$ cat config.mk
export PLATFORM = sky130hd
export DESIGN_NAME = pipe_hazard_ctrl_flat
export DESIGN_NICKNAME = d
export VERILOG_FILES = /design/src/rtl/pipe_hazard_ctrl_if.sv /design/src/rtl/pipe_hazard_ctrl.sv /design/src/flat_wrapper.sv
export SDC_FILE = /design/constraint.sdc
export NUM_CORES = 1
export LEC_CHECK = 0
export BUFFER_PORTS_ARGS = -buffer_cell sky130_fd_sc_hd__buf_2
export CORE_MARGIN = 2
export CORE_UTILIZATION = 53
export DETAILED_ROUTE_END_ITERATION = 8
export PLACE_DENSITY = 0.75
export RECOVER_POWER = 100
export SLEW_MARGIN = 20
export SYNTH_ARGS = -nofsm -noshare
export SYNTH_HDL_FRONTEND = slang
export SYNTH_SLANG_ARGS = --single-unit
$ cat constraint.sdc
create_clock -name clk -period 3.3 [get_ports clk]
set_input_delay 0.33 -clock clk [delete_from_list [all_inputs] [get_ports clk]]
set_output_delay 0.33 -clock clk [all_outputs]
set_load 0.005 [all_outputs]
$ cat src/rtl/pipe_hazard_ctrl_if.sv
// Decode-side handshake between the decode stage and the hazard/forward/flush controller.
// The master drives decode and jump information; the slave returns the stall, forward and flush decisions.
interface pipe_hazard_ctrl_if #(
   parameter int NSTAGE = 3,
   parameter int REG_W  = 5,
   parameter int CNT_W  = 16,
   parameter int SEL_W  = $clog2(NSTAGE + 1)
);
   logic              dec_valid;
   logic [REG_W-1:0]  dec_rs1_ind;
   logic              dec_rs1_use;
   logic [REG_W-1:0]  dec_rs2_ind;
   logic              dec_rs2_use;
   logic [REG_W-1:0]  dec_rd_ind;
   logic              dec_rd_we;
   logic              dec_is_load;
   logic              jmp_take;
   logic              stall;
   logic              issue;
   logic [SEL_W-1:0]  fwd_rs1_sel;
   logic [SEL_W-1:0]  fwd_rs2_sel;
   logic              flush_d;
   logic [NSTAGE-1:0] flush_vec;
   logic [SEL_W-1:0]  inflight_cnt;
   logic [CNT_W-1:0]  stall_cnt;
   logic [CNT_W-1:0]  flush_cnt;

   modport master (
      output dec_valid, dec_rs1_ind, dec_rs1_use, dec_rs2_ind, dec_rs2_use,
             dec_rd_ind, dec_rd_we, dec_is_load, jmp_take,
      input  stall, issue, fwd_rs1_sel, fwd_rs2_sel, flush_d, flush_vec,
             inflight_cnt, stall_cnt, flush_cnt
   );

   modport slave (
      input  dec_valid, dec_rs1_ind, dec_rs1_use, dec_rs2_ind, dec_rs2_use,
             dec_rd_ind, dec_rd_we, dec_is_load, jmp_take,
      output stall, issue, fwd_rs1_sel, fwd_rs2_sel, flush_d, flush_vec,
             inflight_cnt, stall_cnt, flush_cnt
   );
endinterface

$ cat src/rtl/pipe_hazard_ctrl.sv
// Hazard, forwarding and jump-flush controller: tracks in-flight destination registers in a
// shadow pipeline and decides stall / bypass source / squash for the instruction in decode.
module pipe_hazard_ctrl #(
   parameter int NSTAGE    = 3,
   parameter int REG_W     = 5,
   parameter int FWD_EN    = 1,
   parameter int JMP_STAGE = 1,
   parameter int CNT_W     = 16,
   parameter int SEL_W     = $clog2(NSTAGE + 1)
) (
   input logic               clk,
   input logic               rst_n,
   pipe_hazard_ctrl_if.slave hz
);

   logic [NSTAGE-1:0] vld_q, vld_d, we_q, we_d, ld_q, ld_d;
   logic [REG_W-1:0]  rd_q [NSTAGE];
   logic [REG_W-1:0]  rd_d [NSTAGE];
   logic [CNT_W-1:0]  stall_cnt_q, stall_cnt_d, flush_cnt_q, flush_cnt_d;

   logic [1:0]        src_use;
   logic [REG_W-1:0]  src_ind [2];
   logic [1:0]        src_hit, src_ld;
   logic [SEL_W-1:0]  src_idx [2];
   logic [SEL_W-1:0]  src_sel [2];
   logic              hazard, stall, issue;
   logic [NSTAGE-1:0] flush_vec;
   logic [SEL_W-1:0]  inflight;

   assign src_use    = {hz.dec_rs2_use, hz.dec_rs1_use};
   assign src_ind[0] = hz.dec_rs1_ind;
   assign src_ind[1] = hz.dec_rs2_ind;

   // Scan from the oldest entry down so the youngest (lowest index) match is the one kept.
   always_comb begin
      hazard = 1'b0;
      for (int s = 0; s < 2; s++) begin
         src_hit[s] = 1'b0;
         src_idx[s] = '0;
         src_ld[s]  = 1'b0;
         src_sel[s] = '0;
         for (int i = NSTAGE - 1; i >= 0; i--) begin
            if (src_use[s] && (src_ind[s] != '0) && vld_q[i] && we_q[i] &&
                (rd_q[i] == src_ind[s])) begin
               src_hit[s] = 1'b1;
               src_idx[s] = SEL_W'(i);
               src_ld[s]  = ld_q[i];
            end
         end
         if (FWD_EN != 0) begin
            if (src_hit[s]) src_sel[s] = src_idx[s] + 1'b1;
            // Load data only exists from entry 1 onward.
            if (src_hit[s] && (src_idx[s] == '0) && src_ld[s]) hazard = 1'b1;
         end else if (src_hit[s]) begin
            hazard = 1'b1;
         end
      end
   end

   always_comb begin
      stall     = hz.dec_valid & ~hz.jmp_take & hazard;
      issue     = hz.dec_valid & ~stall & ~hz.jmp_take;
      flush_vec = '0;
      for (int i = 0; i < NSTAGE; i++) begin
         flush_vec[i] = hz.jmp_take && (i < JMP_STAGE);
      end
   end

   always_comb begin
      vld_d    = '0;
      we_d     = '0;
      ld_d     = '0;
      vld_d[0] = issue;
      we_d[0]  = hz.dec_rd_we;
      ld_d[0]  = hz.dec_is_load;
      rd_d[0]  = hz.dec_rd_ind;
      for (int i = 1; i < NSTAGE; i++) begin
         vld_d[i] = vld_q[i-1] & ~flush_vec[i-1];
         we_d[i]  = we_q[i-1];
         ld_d[i]  = ld_q[i-1];
         rd_d[i]  = rd_q[i-1];
      end
      inflight = '0;
      for (int i = 0; i < NSTAGE; i++) begin
         inflight = inflight + SEL_W'(vld_q[i]);
      end
      stall_cnt_d = (stall && (stall_cnt_q != '1)) ? stall_cnt_q + 1'b1 : stall_cnt_q;
      flush_cnt_d = (hz.jmp_take && (flush_cnt_q != '1)) ? flush_cnt_q + 1'b1 : flush_cnt_q;
   end

   always_ff @(posedge clk or negedge rst_n) begin
      if (!rst_n) begin
         vld_q       <= '0;
         we_q        <= '0;
         ld_q        <= '0;
         for (int i = 0; i < NSTAGE; i++) rd_q[i] <= '0;
         stall_cnt_q <= '0;
         flush_cnt_q <= '0;
      end else begin
         vld_q       <= vld_d;
         we_q        <= we_d;
         ld_q        <= ld_d;
         for (int i = 0; i < NSTAGE; i++) rd_q[i] <= rd_d[i];
         stall_cnt_q <= stall_cnt_d;
         flush_cnt_q <= flush_cnt_d;
      end
   end

   assign hz.stall        = stall;
   assign hz.issue        = issue;
   assign hz.fwd_rs1_sel  = src_sel[0];
   assign hz.fwd_rs2_sel  = src_sel[1];
   assign hz.flush_d      = hz.jmp_take;
   assign hz.flush_vec    = flush_vec;
   assign hz.inflight_cnt = inflight;
   assign hz.stall_cnt    = stall_cnt_q;
   assign hz.flush_cnt    = flush_cnt_q;

endmodule

$ cat src/flat_wrapper.sv
// flat-port wrapper written by rule: the top's interface ports become plain ports
module pipe_hazard_ctrl_flat 
#(
   parameter int NSTAGE    = 3,
   parameter int REG_W     = 5,
   parameter int FWD_EN    = 1,
   parameter int JMP_STAGE = 1,
   parameter int CNT_W     = 16,
   parameter int SEL_W     = $clog2(NSTAGE + 1)
)
  (clk, rst_n, hz_dec_valid, hz_dec_rs1_ind, hz_dec_rs1_use, hz_dec_rs2_ind, hz_dec_rs2_use, hz_dec_rd_ind, hz_dec_rd_we, hz_dec_is_load, hz_jmp_take, hz_stall, hz_issue, hz_fwd_rs1_sel, hz_fwd_rs2_sel, hz_flush_d, hz_flush_vec, hz_inflight_cnt, hz_stall_cnt, hz_flush_cnt);
  pipe_hazard_ctrl_if #(.NSTAGE(NSTAGE), .REG_W(REG_W), .CNT_W(CNT_W), .SEL_W(SEL_W)) hz_i ();
  input logic clk;
  input logic rst_n;
  input wire logic [$bits(hz_i.dec_valid)-1:0] hz_dec_valid;
  input wire logic [$bits(hz_i.dec_rs1_ind)-1:0] hz_dec_rs1_ind;
  input wire logic [$bits(hz_i.dec_rs1_use)-1:0] hz_dec_rs1_use;
  input wire logic [$bits(hz_i.dec_rs2_ind)-1:0] hz_dec_rs2_ind;
  input wire logic [$bits(hz_i.dec_rs2_use)-1:0] hz_dec_rs2_use;
  input wire logic [$bits(hz_i.dec_rd_ind)-1:0] hz_dec_rd_ind;
  input wire logic [$bits(hz_i.dec_rd_we)-1:0] hz_dec_rd_we;
  input wire logic [$bits(hz_i.dec_is_load)-1:0] hz_dec_is_load;
  input wire logic [$bits(hz_i.jmp_take)-1:0] hz_jmp_take;
  output wire logic [$bits(hz_i.stall)-1:0] hz_stall;
  output wire logic [$bits(hz_i.issue)-1:0] hz_issue;
  output wire logic [$bits(hz_i.fwd_rs1_sel)-1:0] hz_fwd_rs1_sel;
  output wire logic [$bits(hz_i.fwd_rs2_sel)-1:0] hz_fwd_rs2_sel;
  output wire logic [$bits(hz_i.flush_d)-1:0] hz_flush_d;
  output wire logic [$bits(hz_i.flush_vec)-1:0] hz_flush_vec;
  output wire logic [$bits(hz_i.inflight_cnt)-1:0] hz_inflight_cnt;
  output wire logic [$bits(hz_i.stall_cnt)-1:0] hz_stall_cnt;
  output wire logic [$bits(hz_i.flush_cnt)-1:0] hz_flush_cnt;
  assign hz_i.dec_valid = hz_dec_valid;
  assign hz_i.dec_rs1_ind = hz_dec_rs1_ind;
  assign hz_i.dec_rs1_use = hz_dec_rs1_use;
  assign hz_i.dec_rs2_ind = hz_dec_rs2_ind;
  assign hz_i.dec_rs2_use = hz_dec_rs2_use;
  assign hz_i.dec_rd_ind = hz_dec_rd_ind;
  assign hz_i.dec_rd_we = hz_dec_rd_we;
  assign hz_i.dec_is_load = hz_dec_is_load;
  assign hz_i.jmp_take = hz_jmp_take;
  assign hz_stall = hz_i.stall;
  assign hz_issue = hz_i.issue;
  assign hz_fwd_rs1_sel = hz_i.fwd_rs1_sel;
  assign hz_fwd_rs2_sel = hz_i.fwd_rs2_sel;
  assign hz_flush_d = hz_i.flush_d;
  assign hz_flush_vec = hz_i.flush_vec;
  assign hz_inflight_cnt = hz_i.inflight_cnt;
  assign hz_stall_cnt = hz_i.stall_cnt;
  assign hz_flush_cnt = hz_i.flush_cnt;
  pipe_hazard_ctrl #(.NSTAGE(NSTAGE), .REG_W(REG_W), .FWD_EN(FWD_EN), .JMP_STAGE(JMP_STAGE), .CNT_W(CNT_W), .SEL_W(SEL_W)) u_core (.clk(clk), .rst_n(rst_n), .hz(hz_i));
endmodule
==> flow_summary.toml <==
[run_status]
status = "finished with violations"
violations = "capacitance limit, slew limit"

[cells_and_area]
drive_gt1_frac = 0.205
design_area_sq_um = 3230
nNetsFinal = 349
final-instance-count-excl-fill = 392
area_delta_synth_final_pct = 14.8
fill_cells = 445
num_antenna_cells = 0
final_util = 0.633

[sta]
rsz0062_at_grt = "no"
fin_setup_tns_ns = 0
slew_headroom = -0.00583
clock-skew-final_ns = 0.00911
period_minus_slack_ns = 3.10
hold_violations = 0
report.final.slew_viol_count = 31
worstMarginPinSlew_ns = 1.51
setup_violations = 0
final.period_utilization = 0.938
fmax_mhz = 323

[floorplanning]
ios = 67
rows = 26
die_h_um = 76.9
dieArea_sq_um = 5910
core_area_sq_um = 5110
die_w_um = 76.9
initial_utilization = 0.551

[power_and_ir_drop]
combPwrFrac = 0.144
ir_drop_mv = 0.311
p_int_uw = 1000
p_per_area_nw_per_um2 = 430
sw_frac_of_total = 0.280
seq_power_share = 0.582
power.switching_uw = 389
power_frac_clock = 0.274
p_leak_uw = 0.00151

[yosys]
synth_top_area_cell = "dfrtp_1"
ys_types = 41
yosys_warnings = 0
synth-seq-cells = 56
ys_seq_area_frac = 0.498
syn_area_per_cell_sq_um = 11.0
synth_top_area_share = 0.498
synth-edff-count = 0
synth_area_sq_um = 2820
ys.flop_type = "dfrtp_1"
synthTopCellsByArea = "dfrtp_1 (50%), xnor2_1 (11%), xor2_1 (7.2%), nand3_1 (3.9%), nand4_1 (2.4%)"
ys_async_sr_fraction = 1.00
syn-instance-count = 256

[drt]
finalWirelength_um = 5500
dr.pass1.iters = 4
post_drt_wl_per_cell_um = 14.0
drc_errors = 0
viasPerCell = 5.34
detail-route-antenna-nets = 0
dr.first_iter.drc_count = 83
vias = 2092

[placement]
hpwl_um = 4280
port_buffers = 64
place_congestion = 0.848
dpl_cell_area_sq_um = 3190
post-place-cells = 384

[cts]
cts_buffers = 5
clockBufferDepth = 2
post_cts_buffers = 0
htree_levels = 2
clkLatencyLatePin_ns = 0.31
clk_pin_slew_worst_paths_ns = 0.10
ctsHoldBuffers = 0
cts_sinks = 56
cts-resized-gates = 0
clock-root-buffer = "clkbuf_8"
cts_tree = "built"

[worst_setup_path]
critPathMaxFanout = 6
setup.worst_path.class = "flop to output pin"
cp_slowest_cell = "or4_2"
worst-endpoint-required_ns = 2.97
slowest_delay_ns = 0.63
worstSetupStartpointType = "flop"
cp.arrival_ns = 2.77
crit_path_end_kind = "output pin"
r2r_slack_ns = 0.48
worstPathCellList = "xor2_1 -> or4_2 -> nor4_1 -> nand3_1 -> ha_1 -> a32o_2 -> and2b_2 -> clkbuf_1"

[grt]
grt_use_total = 0.203
antenna_found_initial = 0
grt_max_degree = 31
gr-total-overflow = 0
grt_pass1_vias = 2062
grt_pass1_wl_um = 9580

[job]
maxCapViolCount = 1

[min_path]
hold_class = "input port to flop"
## synth_stat cells (3+ instances only)
cell and number:
nor2b_1 4, ha_1 4, nand4_1 11, and4_1 3
o21a_1 3, nand3_1 22, inv_1 4, a21oi_1 8
xor2_1 23, buf_4 4, nand2_1 18, clkbuf_1 3
nor4_1 4, or4_2 4, xnor2_1 34, and3_1 10
dfrtp_1 56, nor2_1 4, or4_1 7, a31oi_1 3
## metrics by stage
| step | total power [uW] | hold WS [ns] | setup slack (ns) |
|---|---|---|---|
| final | 1390 | 0.120 | 0.205 |
| after global routing | 1480 | 0.0883 | 0.0223 |
| after CTS | 1420 | 0.0157 | 0.177 |
| after detailed placement | 1030 | 0.360 | 0.337 |
| after global placement | 1030 | 0.360 | 0.373 |
| after floorplan | 929 | 0.0344 | 0.728 |
## logic make-up (layout without fill, tap and decap cells)
family,after synthesis,count (layout),synth area share
AND/OR/NAND/NOR,96,96,0.198
XOR/XNOR,57,57,0.177
flip-flops,56,56,0.498
AO/OA/AOI/OAI,24,24,0.0600
buffers and inverters,14,79,0.0276
adder cells (fa/ha/maj),5,5,0.0249
multiplexers,3,3,0.0133
other,1,2,0.00133
## sequential cells by signal, indices dropped and copies added, names as in the netlist
register / flops
u_core.hz.flush_cnt: 16
u_core.hz.stall_cnt: 16
u_core.rd_d: 10
u_core.rd_q: 5
u_core.ld_q: 3
u_core.vld_q: 3
u_core.we_q: 3
## power by group through the flow
stage               clock [uW]  sequential [uW]  combinational [uW]
floorplan                    0              817                 112
global placement             0              822                 206
detailed placement           0              820                 212
CTS                        398              809                 212
global route               430              820                 229
finish                     380              809                 200
## final timing paths
kind | from | endpoint | cells after the start
max reg2reg | u_core.rd_q[3] | u_core.hz.stall_cnt[8] | 10
max in group asynchronous | rst_n | u_core.ld_q[0] | 2
min | hz_dec_rd_ind[1] | u_core.rd_d[6] | 1
min reg2reg | u_core.we_q[0] | u_core.we_q[1] | 0
min in group asynchronous | rst_n | u_core.hz.flush_cnt[5] | 1
max | u_core.rd_q[3] | hz_issue | 8
## critical path: cells and delay by family (launching register included)
| family | cells | cell delay (ns) |
|---|---|---|
| AND/OR/NAND/NOR | 4 | 1.26 |
| flip-flops | 1 | 0.42 |
| AO/OA/AOI/OAI | 1 | 0.28 |
| adder cells (fa/ha/maj) | 1 | 0.23 |
| XOR/XNOR | 1 | 0.16 |
| buffers and inverters | 1 | 0.11 |
## cell usage in the layout, fill, tap and decap left out, types with 2 or more instances in the layout
master     n
a21oi_1    9
ha_1       4
nand4_1   12
xnor2_1   34
inv_6      2
nor2_1     4
inv_1      4
mux2_2     2
and2_1     2
a31oi_1    3
o211ai_1   2
clkbuf_8   5
clkbuf_1  24
xor2_1    23
clkbuf_2   2
nand2_1   18
nor4_1     4
buf_2     41
and4_1     3
conb_1     2
nor2b_1    4
dfrtp_1   56
and3_1    10
nand3_1   22
or4_2      4
or4_1      7
o21a_1     3
o21ai_2    2
## final cells by class
class	count	area, sq um	share of cell area
Multi-Input combinational cell	187	1330	0.411
Clock buffer	5	68.8	0.0213
Timing Repair Buffer	67	305	0.0944
Clock inverter	3	25.0	0.00774
Sequential cell	56	1400	0.433
Inverter	4	15.0	0.00464
Tap cell	70	87.6	0.0271
## per-layer routing
layer / part of all wire / GRT usage / wire length [um] / vias up
li1: - / - / - / 1027
met1: 0.47 / 0.274 / 2600 / 987
met2: 0.46 / 0.322 / 2530 / 68
met3: 0.054 / 0.0482 / 295 / 10
met4: 0.014 / 0.0709 / 76 / 0
met5: 0 / 0 / 0 / -
(Power assumes the default switching activity.)
